==> config.mk <==
export PLATFORM = sky130hd
export DESIGN_NAME = clk_div_prog_flat
export DESIGN_NICKNAME = d
export VERILOG_FILES = /design/src/rtl/clk_div_prog_if.sv /design/src/rtl/clk_div_prog.sv /design/src/flat_wrapper.sv
export SDC_FILE = /design/constraint.sdc
export NUM_CORES = 1
export LEC_CHECK = 0
export CORE_UTILIZATION = 43
export CTS_CLUSTER_SIZE = 20
export DETAILED_ROUTE_END_ITERATION = 7
export GPL_ROUTABILITY_DRIVEN = 0
export PLACE_DENSITY_LB_ADDON = 0.3
export SLEW_MARGIN = 20
export SYNTH_ARGS = -nofsm -noshare
export SYNTH_HDL_FRONTEND = slang
export SYNTH_SLANG_ARGS = --single-unit
==> constraint.sdc <==
create_clock -name clk -period 3.81 [get_ports clk]
set_clock_uncertainty 0.05 [all_clocks]
set_input_delay 0.381 -clock clk [delete_from_list [all_inputs] [get_ports clk]]
set_output_delay 0.381 -clock clk [all_outputs]
set_load 0.005 [all_outputs]
==> src/rtl/clk_div_prog_if.sv <==
// Control/status bundle for the programmable clock divider.
// The master side requests runs and divisors; the slave side is the divider.
interface clk_div_prog_if #(
    parameter int DIV_W = 8
);
    logic             en;
    logic [DIV_W-1:0] div_i;
    logic             div_load;
    logic             clk_out;
    logic             tick;
    logic [DIV_W-1:0] div_cur;
    logic             load_pend;
    logic             err;

    modport master (
        output en, div_i, div_load,
        input  clk_out, tick, div_cur, load_pend, err
    );

    modport slave (
        input  en, div_i, div_load,
        output clk_out, tick, div_cur, load_pend, err
    );
endinterface

==> src/rtl/clk_div_prog.sv <==
// Runtime-programmable integer clock divider with 50% duty for even and odd N.
// New divisors take effect only at an output-period boundary so clk_out never glitches.
module clk_div_prog #(
    parameter int DIV_W       = 8,
    parameter int DIV_DEFAULT = 5
) (
    input  logic           clk,
    input  logic           rstn,
    clk_div_prog_if.slave  bus
);

    localparam logic [DIV_W-1:0] DIV_RST  = DIV_W'(DIV_DEFAULT);
    localparam logic [DIV_W-1:0] CNT_RST  = DIV_W'(DIV_DEFAULT - 1);
    localparam logic [DIV_W-1:0] DIV_ONE  = DIV_W'(1);
    localparam logic [DIV_W-1:0] DIV_MIN  = DIV_W'(2);

    generate
        if (DIV_DEFAULT < 2 || DIV_DEFAULT > (2 ** DIV_W) - 1) begin : g_bad_default
            $error("clk_div_prog: DIV_DEFAULT must lie in 2..2^DIV_W-1");
        end
    endgenerate

    logic [DIV_W-1:0] cnt_q,       cnt_d;
    logic [DIV_W-1:0] div_cur_q,   div_cur_d;
    logic [DIV_W-1:0] pend_q,      pend_d;
    logic             load_pend_q, load_pend_d;
    logic             hi_p_q,      hi_p_d;
    logic             hi_n_q,      hi_n_d;
    logic             tick_q,      tick_d;
    logic             err_q,       err_d;

    logic             wrap;
    logic             start;
    logic [DIV_W-1:0] half_d;

    // The terminal count doubles as the parked state, so a stopped divider
    // restarts through exactly the same path as a running wrap.
    always_comb begin
        wrap        = (cnt_q >= (div_cur_q - DIV_ONE));
        start       = wrap & bus.en;

        cnt_d       = cnt_q;
        div_cur_d   = div_cur_q;
        pend_d      = pend_q;
        load_pend_d = load_pend_q;
        tick_d      = 1'b0;
        err_d       = 1'b0;

        if (start) begin
            cnt_d  = '0;
            tick_d = 1'b1;
            if (load_pend_q) begin
                div_cur_d   = pend_q;
                load_pend_d = 1'b0;
            end
        end else if (!wrap) begin
            cnt_d = cnt_q + DIV_ONE;
        end

        // A load landing on the boundary edge is captured after the apply,
        // so it waits for the following boundary.
        if (bus.div_load) begin
            if (bus.div_i >= DIV_MIN) begin
                pend_d      = bus.div_i;
                load_pend_d = 1'b1;
            end else begin
                err_d = 1'b1;
            end
        end

        half_d = div_cur_d >> 1;
        hi_p_d = (cnt_d < half_d);
        hi_n_d = rstn & hi_p_q;
    end

    always_ff @(posedge clk) begin
        if (!rstn) begin
            cnt_q       <= CNT_RST;
            div_cur_q   <= DIV_RST;
            pend_q      <= DIV_RST;
            load_pend_q <= 1'b0;
            hi_p_q      <= 1'b0;
            tick_q      <= 1'b0;
            err_q       <= 1'b0;
        end else begin
            cnt_q       <= cnt_d;
            div_cur_q   <= div_cur_d;
            pend_q      <= pend_d;
            load_pend_q <= load_pend_d;
            hi_p_q      <= hi_p_d;
            tick_q      <= tick_d;
            err_q       <= err_d;
        end
    end

    // Half-cycle delayed copy of the high phase; stretches odd-N high time by 0.5 cycle.
    always_ff @(negedge clk) begin
        hi_n_q <= hi_n_d;
    end

    // hi_n is always 0 across the boundary edge, so the odd mask may change there safely.
    assign bus.clk_out   = hi_p_q | (div_cur_q[0] & hi_n_q);
    assign bus.tick      = tick_q;
    assign bus.div_cur   = div_cur_q;
    assign bus.load_pend = load_pend_q;
    assign bus.err       = err_q;

endmodule

==> src/flat_wrapper.sv <==
// flat-port wrapper written by rule: the top's interface ports become plain ports
module clk_div_prog_flat 
#(
    parameter int DIV_W       = 8,
    parameter int DIV_DEFAULT = 5
)
  (clk, rstn, bus_en, bus_div_i, bus_div_load, bus_clk_out, bus_tick, bus_div_cur, bus_load_pend, bus_err);
  clk_div_prog_if #(.DIV_W(DIV_W)) bus_i ();
  input  logic clk;
  input  logic rstn;
  input wire logic [$bits(bus_i.en)-1:0] bus_en;
  input wire logic [$bits(bus_i.div_i)-1:0] bus_div_i;
  input wire logic [$bits(bus_i.div_load)-1:0] bus_div_load;
  output wire logic [$bits(bus_i.clk_out)-1:0] bus_clk_out;
  output wire logic [$bits(bus_i.tick)-1:0] bus_tick;
  output wire logic [$bits(bus_i.div_cur)-1:0] bus_div_cur;
  output wire logic [$bits(bus_i.load_pend)-1:0] bus_load_pend;
  output wire logic [$bits(bus_i.err)-1:0] bus_err;
  assign bus_i.en = bus_en;
  assign bus_i.div_i = bus_div_i;
  assign bus_i.div_load = bus_div_load;
  assign bus_clk_out = bus_i.clk_out;
  assign bus_tick = bus_i.tick;
  assign bus_div_cur = bus_i.div_cur;
  assign bus_load_pend = bus_i.load_pend;
  assign bus_err = bus_i.err;
  clk_div_prog #(.DIV_W(DIV_W), .DIV_DEFAULT(DIV_DEFAULT)) u_core (.clk(clk), .rstn(rstn), .bus(bus_i));
endmodule
==> flow_summary.yaml <==
critical_path:
  end_kind: "flop"
  cp.required_ns: 3.95
  crit_path_max_fanout: 7
  crit_path_start_kind: "flop"
  worstPathArrival_ns: 3.77
  reg2regPathDepth: 14
  crit_type: "flop to flop"
placement:
  pre_cts_ws_ns: 0.06110
  dpl.hpwl_microns: 3207
  io_buffers: 23
  dpl-instance-area_sq_um: 2011
clocking:
  cts_made_buffers: 5
  cts_max_level: 2
  cts.reportedPaths.clkPinSlew_ns: 0.06
  root_buffer: "clkbuf_8"
  ctsHoldBuffers: 0
  clock_sinks: 29
  tritoncts: "built"
  insertion_delay_ns: 0.29
  clock_path_buffers: 2
floorplanning:
  num_rows: 22
  start_util_pct: 46.06
  core-area_sq_um: 3744
  dieArea_sq_um: 4267
  die_w_microns: 65.32
  io_pins: 24
  die_y_microns: 65.32
cells_and_area:
  nets: 256
  postLayoutCellArea_sq_um: 2196
  post-route-util_pct: 58.66
  syn2layout_area_growth_pct: 27.36
  drive_gt1_share_pct: 17.03
  diodes: 0
  num-fill-cells: 349
yosys:
  yosys.area_share.simple_pct: 24.82
  ys_seq_area_share_pct: 33.67
  synth_enable_flop_cells: 0
  async_flop_share_pct: 0
  synth_seq_cells: 29
  synth_top_family_by_area: "simple AND/OR/NAND/NOR gates"
  synth_compound_area_share_pct: 17.34
  yosysTopAreaCell: "dfxtp_1"
  ys.flop_type: "dfxtp_1"
  synth_xor_xnor_area_share_pct: 3.556
  yosysWarnings: 0
  netlist.area_leader.share_pct: 33.67
  syn-cell-area_sq_um: 1724
  syn_avg_cell_area_sq_um: 8.797
  synth_common_cells: "29 x dfxtp_1, 27 x nand2_1, 16 x ha_1, 12 x nor2_1, 11 x a21oi_1"
  synth_most_common_cell: "dfxtp_1"
  synthCells: 196
  netlist_top_cells_area: "dfxtp_1 34%, ha_1 12%, nand2_1 5.9%, mux2i_1 4.6%, a21oi_1 3.2%"
  mappedNetlistNets: 224
  synthAdderAreaFrac_pct: 11.61
  synth.distinct_cells: 48
  synthMuxAreaShare_pct: 4.644
global_routing:
  antenna_found_initial: 0
  grt.overflow.total: 0
  grt_max_degree: 21
  grt_pass1_wl_microns: 6913
  grt_pass1_vias: 1450
  grtUsageTotal_pct: 22.07
detailed_routing:
  routedWlPerCell_microns: 14.87
  wirelength_microns: 4118
  ant_nets: 0
  remaining_drc_errors: 0
  drt_iter0_markers: 56
  firstDrtPassIters: 4
  vias: 1504
  via_per_inst: 5.430
timing:
  maxSlewHeadroom_pct: 54.84
  hold_viol: 0
  period_needed_ns: 3.629
  hold_slack_ns: 0.4069
  fmax_mhz: 275.5
  max_slew.worst_pin.slew_ns: 0.6766
  setup_viol: 0
  finalCritPeriodShare_pct: 95.26
  fin_setup_tns_ns: 0
  setup_ws_ns: 0.1807
  slew_viol_final: 0
power:
  powerDensity_nw_per_um2: 547.0
  vdd_ir_drop_max_mv: 0.3109
  p_leak_nw: 0.8786
run:
  cap_violations: 0
status:
  run_status: "finished clean"
hold_path:
  whs_path_depth: 2
  hold_path_class: "flop to flop"
## final cells by class
class,count,area (sq um),share of cell area (%)
multi-input cells,152,1114,50.71
well taps,48,60.06,2.735
flip-flops and latches,29,588.1,26.78
clock inverters,4,45.04,2.051
inverters,8,30.03,1.368
repair buffers,31,290.3,13.22
clock buffers,5,68.82,3.134
## sequential cells by signal (all words and copies together) (netlist names)
signal                flops
u_core.bus.load_pend      1
u_core.bus.tick           1
u_core.pend_q             8
u_core.hi_n_q             1
u_core.bus.div_cur        8
u_core.cnt_q              8
u_core.bus.err            1
u_core.hi_p_q             1
## through the flow
stage / instances / total power [mW]
6_report: 277 / 1.201
3_3_place_gp: 266 / 0.8286
4_1_cts: 274 / 1.149
5_1_grt: 277 / 1.290
3_5_place_dp: 266 / 0.8326
2_1_floorplan: 196 / 0.7192
## where the power goes
group	internal (mW)	leakage, nW	switching, mW	total (mW)
Sequential	0.337	0.238	0.0343	0.372
Combinational	0.259	0.584	0.253	0.512
Clock	0.193	0.0571	0.124	0.317
Total	0.790	0.879	0.411	1.20
## final timing paths
kind	start	end	slack [ns]
worst max-delay path	u_core.bus.div_cur[2]	u_core.hi_p_q	0.18
worst min-delay path	u_core.pend_q[4]	u_core.pend_q[4]	0.41
worst max register to register	u_core.bus.div_cur[2]	u_core.hi_p_q	0.18
worst min register to register	u_core.pend_q[4]	u_core.pend_q[4]	0.41
## timing repair
action	in CTS	in global routing
gates resized for setup	1	14
buffers inserted	0	3
endpoints found under the setup margin	1	1
pin swaps	0	4
## kinds of logic (layout without fill, tap and decap cells)
kind of cell    count (synthesis)  count (layout)
xor+xnor                        7               7
buf+inv                        15              48
fa+ha+maj                      16              16
compound gates                 39              39
mux                             8               8
flops                          29              29
simple gates                   82              82
## layout by cell type, fill, tap and decap left out, drive strengths merged, types with 4 or more instances in the layout
cell | Yosys | routed
nand2 | 28 | 28
clkdlybuf4s50 | 0 | 23
and2 | 5 | 5
nand3 | 9 | 9
inv | 9 | 9
a21oi | 14 | 14
buf | 3 | 8
dfxtp | 29 | 29
ha | 16 | 16
xnor2 | 4 | 4
clkbuf | 3 | 5
and3 | 6 | 6
nor2 | 12 | 12
or3 | 4 | 4
o21ai | 7 | 7
mux2i | 8 | 8
## worst max-delay path: stages, from the launching register on
cell      delay [ns]
dfxtp_2         0.37
nor4_4          0.30
nand2_1         0.11
xor2_1          0.16
ha_1            0.35
a21oi_1         0.22
o21a_2          0.31
a21oi_4         0.13
buf_4           0.17
mux2i_1         0.15
ha_1            0.24
a211o_1         0.33
o311ai_2        0.30
a31oi_1         0.08
nor4bb_1        0.26
## layer usage
| layer | global-route usage (%) | up-vias | share of wire, % |
|---|---|---|---|
| met2 | 35.18 | 25 | 47 |
| li1 | - | 764 | - |
| met1 | 27.55 | 706 | 48 |
| met3 | 6.076 | 9 | 3.7 |
| met5 | 0 | - | 0 |
| met4 | 9.783 | 0 | 1.8 |
Power figures use the tool's default switching activity.
